### src/rtl/lsu_issue_queue.sv
// In-order LSU issue queue: buffers load/store uOPs, snoops writeback broadcasts for
// operand readiness and releases only the head entry to the LSU once it is fully ready.
module lsu_issue_queue #(
  parameter int DEPTH  = 8,
  parameter int UOP_W  = 96,
  parameter int PREG_W = 6
) (
  input  logic                       i_clk,
  input  logic                       i_rst,
  input  logic                       i_flush,
  input  logic                       i_enq_valid,
  output logic                       o_enq_ready,
  input  logic [UOP_W-1:0]           i_enq_uop,
  input  logic [PREG_W-1:0]          i_enq_rs0,
  input  logic                       i_enq_rs0_rdy,
  input  logic [PREG_W-1:0]          i_enq_rs1,
  input  logic                       i_enq_rs1_rdy,
  input  logic                       i_wk0_valid,
  input  logic [PREG_W-1:0]          i_wk0_preg,
  input  logic                       i_wk1_valid,
  input  logic [PREG_W-1:0]          i_wk1_preg,
  input  logic                       i_wk2_valid,
  input  logic [PREG_W-1:0]          i_wk2_preg,
  input  logic                       i_lsu_busy,
  output logic                       o_iss_valid,
  output logic [UOP_W-1:0]           o_iss_uop,
  output logic [PREG_W-1:0]          o_iss_rs0,
  output logic [PREG_W-1:0]          o_iss_rs1,
  output logic [$clog2(DEPTH):0]     o_count
);

  localparam int IDX_W = $clog2(DEPTH);
  localparam int PTR_W = IDX_W + 1;

  logic [PTR_W-1:0]  r_head;
  logic [PTR_W-1:0]  r_tail;
  logic [UOP_W-1:0]  r_uop [DEPTH];
  logic [PREG_W-1:0] r_rs0 [DEPTH];
  logic [PREG_W-1:0] r_rs1 [DEPTH];
  logic [DEPTH-1:0]  r_rdy0;
  logic [DEPTH-1:0]  r_rdy1;

  logic             w_empty;
  logic             w_full;
  logic             w_enq_fire;
  logic [IDX_W-1:0] w_head_idx;
  logic [IDX_W-1:0] w_tail_idx;

  function automatic logic wakeHit(input logic [PREG_W-1:0] p);
    wakeHit = (i_wk0_valid && (i_wk0_preg == p)) ||
              (i_wk1_valid && (i_wk1_preg == p)) ||
              (i_wk2_valid && (i_wk2_preg == p));
  endfunction

  assign w_head_idx = r_head[IDX_W-1:0];
  assign w_tail_idx = r_tail[IDX_W-1:0];
  assign w_empty    = (r_head == r_tail);
  assign w_full     = (w_head_idx == w_tail_idx) && (r_head[IDX_W] != r_tail[IDX_W]);

  // Ready depends on pointers only, so a full queue refuses even while the head pops.
  assign o_enq_ready = ~w_full;
  assign w_enq_fire  = i_enq_valid & ~w_full & ~i_flush;

  assign o_iss_valid = ~w_empty & r_rdy0[w_head_idx] & r_rdy1[w_head_idx] & ~i_lsu_busy & ~i_flush;
  assign o_iss_uop   = r_uop[w_head_idx];
  assign o_iss_rs0   = r_rs0[w_head_idx];
  assign o_iss_rs1   = r_rs1[w_head_idx];
  assign o_count     = r_tail - r_head;

  always_ff @(posedge i_clk) begin
    if (i_rst || i_flush) begin
      r_head <= '0;
      r_tail <= '0;
    end else begin
      if (w_enq_fire)  r_tail <= r_tail + PTR_W'(1);
      if (o_iss_valid) r_head <= r_head + PTR_W'(1);
    end
  end

  // Stale slots may get woken too; harmless since occupancy comes from the pointers.
  always_ff @(posedge i_clk) begin
    for (int i = 0; i < DEPTH; i++) begin
      if (wakeHit(r_rs0[i])) r_rdy0[i] <= 1'b1;
      if (wakeHit(r_rs1[i])) r_rdy1[i] <= 1'b1;
    end
    if (w_enq_fire) begin
      r_uop[w_tail_idx]  <= i_enq_uop;
      r_rs0[w_tail_idx]  <= i_enq_rs0;
      r_rs1[w_tail_idx]  <= i_enq_rs1;
      r_rdy0[w_tail_idx] <= i_enq_rs0_rdy | wakeHit(i_enq_rs0);
      r_rdy1[w_tail_idx] <= i_enq_rs1_rdy | wakeHit(i_enq_rs1);
    end
  end

endmodule

### config.mk
export PLATFORM = sky130hd
export DESIGN_NAME = lsu_issue_queue
export DESIGN_NICKNAME = d
export VERILOG_FILES = /design/src/rtl/lsu_issue_queue.sv
export SDC_FILE = /design/constraint.sdc
export NUM_CORES = 1
export LEC_CHECK = 0
export ABC_AREA = 1
export CAP_MARGIN = 20
export CORE_ASPECT_RATIO = 0.75
export CORE_MARGIN = 8
export CORE_UTILIZATION = 45
export CTS_CLUSTER_SIZE = 12
export DETAILED_ROUTE_END_ITERATION = 8
export SLEW_MARGIN = 20
export SYNTH_ARGS = -nofsm -noshare
export SYNTH_HDL_FRONTEND = slang
export SYNTH_SLANG_ARGS = --single-unit
### constraint.sdc
create_clock -name i_clk -period 5.31 [get_ports i_clk]
set_clock_uncertainty 0.15 [all_clocks]
set_input_delay 0.531 -clock i_clk [delete_from_list [all_inputs] [get_ports i_clk]]
set_output_delay 0.531 -clock i_clk [all_outputs]
set_load 0.005 [all_outputs]
# Yosys cells after proc, flatten, opt, wreduce, memory -nomap -nowiden
# Memories as Yosys holds them, arrays and structs flattened. A register that Yosys moved wholly into a read port is not among the register bits.
# Cells that the tools add are included.
# word_totals
input_bits	136
mem_count	3
reg_bits	24
output_inout_bits	114
ramBits	864
# op_classes
mux	34
eq_ne	57
add_sub_neg	3
n_reduce_logical	93
n_lt_le_gt_ge	3
bitwise	12
# memory_table
memory	words	width	read_ports	rd_clocked_by_memory_dff	write_ports	line	rtl
r_uop	8	96	1	1	1	37	logic [UOP_W-1:0] r_uop [DEPTH];
r_rs0	8	6	9	1	1	38	logic [PREG_W-1:0] r_rs0 [DEPTH];
r_rs1	8	6	9	1	1	39	logic [PREG_W-1:0] r_rs1 [DEPTH];
# op_table
cell	count
$eq 6x6->1	54
$logic_and 1x1->1	56
$logic_or 1x1->1	37
$mux 1	21
$mux 3	6
$bwmux 8	2
$mux 8	2
$add 4x1->4 const B	2
$lt 3x4->1 const B	2
$and 1x1->1	6
$bmux 1 s3	2
$eq 4x4->1	1
$not 1->1	4
$sub 4x4->4	1
$demux 1 s3	1
$eq 3x3->1	1
$ge 3x1->1 const B	1
$or 1x1->1	2
$ne 1x1->1	1

# Longest topological paths before layout
# Gate-level depths: netlist (run 1).
# depth
word_depth	8
mapped_depth	12
ltp_nobuf	12

# Worst setup path after synthesis (run 1)
# No wires, ideal clock.
# synth_path
kind	register to register
start	reg r_head[1]
end	reg r_rdy0[2]
path_buffers	0
period_less_slack_ps	4727
path_stages_with_launch	12
setup_ps	56
required_time_ps	5104
setup_slack_ps	583
arrival_time_ps	4521
path_cell_list	dfxtp_1 > inv_1 > ha_1 > nand2_1 > nor2_4 > nand2_4 > nand3b_1 > nor2_2 > inv_1 > nand3_1 > nand2_1 > inv_1
# synth_between
elab_chain_len	6
# synth_rtl
item	line	rtl
start, declared	35	logic [PTR_W-1:0] r_head;
start signal, assigned	76	if (o_iss_valid) r_head <= r_head + PTR_W'(1);
$eq 3x3->1	58	assign w_full = (w_head_idx == w_tail_idx) && (r_head[IDX_W] != r_tail[IDX_W]);
$logic_and 1x1->1	58	
$not 1->1	-	
net o_enq_ready	12	output logic o_enq_ready,
$and 1x1->1 (2 in a row)	62	assign w_enq_fire = i_enq_valid & ~w_full & ~i_flush;
$mux 8	86	if (w_enq_fire) begin
end signal, assigned by index	90	r_rdy0[w_tail_idx] <= i_enq_rs0_rdy | wakeHit(i_enq_rs0);
end, declared	40	logic [DEPTH-1:0] r_rdy0;
# The timed path passes the listed nets, and every way through them passes these cells.
# A chain may end at the register's enable or synchronous reset.

==> results.md, run 1 <==
- Run status: completed
- Tot Pwr: approximately 0.015 W
- TritonCTS clock tree: done
- Crit Path Category: reg -> out
- Root Driver: clkbuf_16
- Sw power: about 0.0034 W
- # fillers: about 8000
- CTS Buf Count: ~90
- Post-synthesis register bit count: roughly 900
- Setup crit end kind: primary output
- DR vias: roughly 30000
- Setup ws final: 0.785 ns
- Post-synthesis instance total: around 4000
- Crit path buffers/inverters: 3
- Die Area: about 99000 µm²
- Final hold violations: 0
- Post-Place Worst Slack: around 1.5 ns
- Remaining antenna violation count: 0
- Cell type with the largest total area after synthesis: edfxtp_1
- FP Rows: 95
- Most frequent cell after synthesis: nand2_1
- Top-area cell type share of the netlist area: about 65%
- Startpoint types: register
- Seq pwr share: between 50% and 60%
- Final period utilization: a little under nine tenths
- EDFF count, synth: ~860
- Crit-path cells: inv_6, buf_4, o21ai_0, o22ai_1, nand2_1, nand2_1, clkdlybuf4s50_1
- Clock latency at the later pin of the worst-skew pair: between 0.6 and 0.7 ns
- Die Y: 275 µm
- Die width: roughly 360 µm
- Core ar.: 89000 µm²
- Initial Util: 45.1%
- GRT Overall Usage: a little under a quarter
- Layout net count: around 4300
- Crit path largest cell delay: 0.85 ns
- Postcts setup bufs: 0
- LEAKAGE: ~17 nW
- Hold Buf Count CTS: 0
- Final worst path period need: about 4.5 ns
- Drt pass-1 iters: 6
- Number of global-route vias before repair: roughly 28000
- Netlist Area Pre-Place: ~40000 µm²
- GPL Wtd Cong: 0.951
- Synth area leaders: edfxtp_1 (65%), nand2_1 (11%), nor2_1 (6.4%)
- Endpoints failing setup: 0
- CTS max path bufs: 3
- Max cap viols: 0
- Mean Syn Cell Area: about 10 µm²
- Max_slew headroom: 25.0%
- Net Sw Frac: a little under a quarter
- Worst-Margin Slew: 1.12 ns
- CP Max Fanout: between 100 and 150
- Slew Limit Fails: 0
- Pint: 0.0114 W
- Worst EP required: around 4.6 ns
- RSZ-0062 raised after global routing: false
- Number of port buffers: about 250
- Crit path max-delay family: buffers and inverters
- DP HPWL: approximately 66000 µm
- Class of the worst hold path: reg -> reg
- Share of layout cells above drive strength 1: around 5%
- Routed len/inst: 22.5 µm
- Critical Path Slowest Stage Cell: inv_6
- Ports: 250
- Clock sink count: 891
- Clk pwr share: approximately two fifths
- First DRT Iteration DRCs: between 3000 and 4000
- Non-filler instance count after layout: between 5000 and 6000
- Placed insts: 5266
- Synth warn: 0
- F_max: between 200 and 250 MHz
- Seq/Total Area, Yosys: 65.9%
- Power Density: ~320 nW/µm²
- CTS H-tree depth: 3
- Setup TNS: 0 ns
- Grt total ovfl: 0
- Post_cts resized: 0
- Top_reg_cell synth: edfxtp_1
- Maximum VDD drop: 0.281 mV
- Clk pin slew, worst setup/hold paths: ~0.060 ns
- Final core occ: between 50% and 60%
- Avg Vias per Cell: around 5.5
- First-pass GRT wire length: approximately 180000 µm
- Synth-to-Final Area Change: 15.3%
- Syn_nets: around 4200
- Async SR Flop Fraction: 0%
- Largest net degree at the start of global routing: roughly 200
- Post-synth top cells: nand2_1 (1134), edfxtp_1 (864), nor2_1 (684)
- CP dominant cell by count: nand2_1
- Initial antenna violation count: 13
- DRC viols: 0
- Yosys cell types: 35
- Routed wire length: between 100000 and 150000 µm
- Arrival time worst endpoint: roughly 3.8 ns
- Comb power frac: ~6.4%
==> kinds of logic (layout without fill, tap and decap cells) <==
kind of cell	count (synthesis)	in the layout	share of synthesized area [%]
AO/OA/AOI/OAI	764	764	10.2
other	0	4	0
flip-flops	891	891	65.9
AND/OR/NAND/NOR	1914	1914	18.5
adder cells (fa/ha/maj)	6	6	0.206
buffers and inverters	420	649	4.65
XOR/XNOR	26	26	0.567
==> layout make-up <==
type,instances,area (µm²),area share [%]
multi-input cells,2710,11800,25.5
inverters,194,788,1.70
clock inverters,34,313,0.675
clock buffers,114,2380,5.15
flip-flops and latches,891,26500,57.2
diodes,4,10.0,0.0216
repair buffers,307,3050,6.59
well taps,1164,1460,3.14
==> per-layer routing <==
metal | wire [µm] | track usage (%) | up-vias
li1 | - | - | 14000
met1 | 52900 | 33.5 | 14300
met2 | 53200 | 35.8 | 1447
met3 | 12200 | 5.88 | 280
met4 | 3470 | 7.02 | 16
met5 | 121 | 0 | -
==> sequential cells by signal, summed over array words and instances (netlist names), named ones only <==
register / cells
r_tail: 4
r_rdy1: 8
r_uop: 768
r_rs1: 48
r_rs0: 48
r_rdy0: 8
r_head: 4
==> worst register-to-register path, stage by stage (launching register included) <==
cell and delay [ns]:
dfxtp_1 0.54, inv_1 0.24, ha_1 0.33, nand2_1 0.12
nor2_4 0.06, nand2_4 0.09, nand2_4 0.07, nor2_8 0.25
nand2_4 0.17, inv_6 0.50, buf_4 0.54
==> path summary, 6_finish.rpt <==
path / startpoint / to / slack, ns / cells past startpoint
setup / recovery: register / o_iss_uop[56] / 0.79 / 7
hold / removal: r_tail[3]$_SDFFE_PP0P_ / r_tail[3]$_SDFFE_PP0P_ / 0.36 / 2
hold reg to reg: r_tail[3]$_SDFFE_PP0P_ / r_tail[3]$_SDFFE_PP0P_ / 0.36 / 2
setup reg to reg: r_head[1]$_SDFFE_PP0P_ / r_rs1[7][0]$_DFFE_PP_ / 1.87 / 10
==> through the flow <==
step                hold WS [ns]  area, µm²
CTS                        0.361      46300
finish                     0.365      46300
floorplan                  0.320      40200
global route               0.418      46300
global placement           0.345      43600
detailed placement         0.350      43600
==> layout by cell type, fill, tap and decap left out, types with 2 or more instances in the layout <==
master,count
nand2_1,1134
edfxtp_1,864
nor2_1,684
o21ai_0,426
clkdlybuf4s50_1,249
o22ai_1,192
inv_1,174
clkbuf_16,92
a21oi_1,88
nand3_1,67
buf_4,48
o21ai_1,45
xnor2_1,25
dfxtp_1,24
clkbuf_1,22
clkinv_1,15
a31oi_1,12
inv_6,11
buf_12,10
inv_2,9
nand2_4,9
clkinv_2,7
nor2_4,6
nand3b_1,6
ha_1,5
diode_2,4
clkinv_16,4
clkinv_8,3
dfxtp_4,3
nand2_2,2
inv_4,2
clkinvlp_4,2
==> power groups by stage <==
stage / clock, W / sequential, W / combinational (W)
detailed placement: 0 / 0.00797 / 0.000920
floorplan: 0 / 0.00796 / 0.000426
global route: 0.00632 / 0.00783 / 0.00101
global placement: 0 / 0.00797 / 0.000913
finish: 0.00595 / 0.00783 / 0.000941
CTS: 0.00604 / 0.00782 / 0.000923
Note: power is estimated with default switching activity, not from simulation.
==> run 2, diff against run 1 <==
SLEW_MARGIN = default   (was 20)
==> results of run 2 <==
The final DEF is identical to that of run 1; final timing and power are the same.
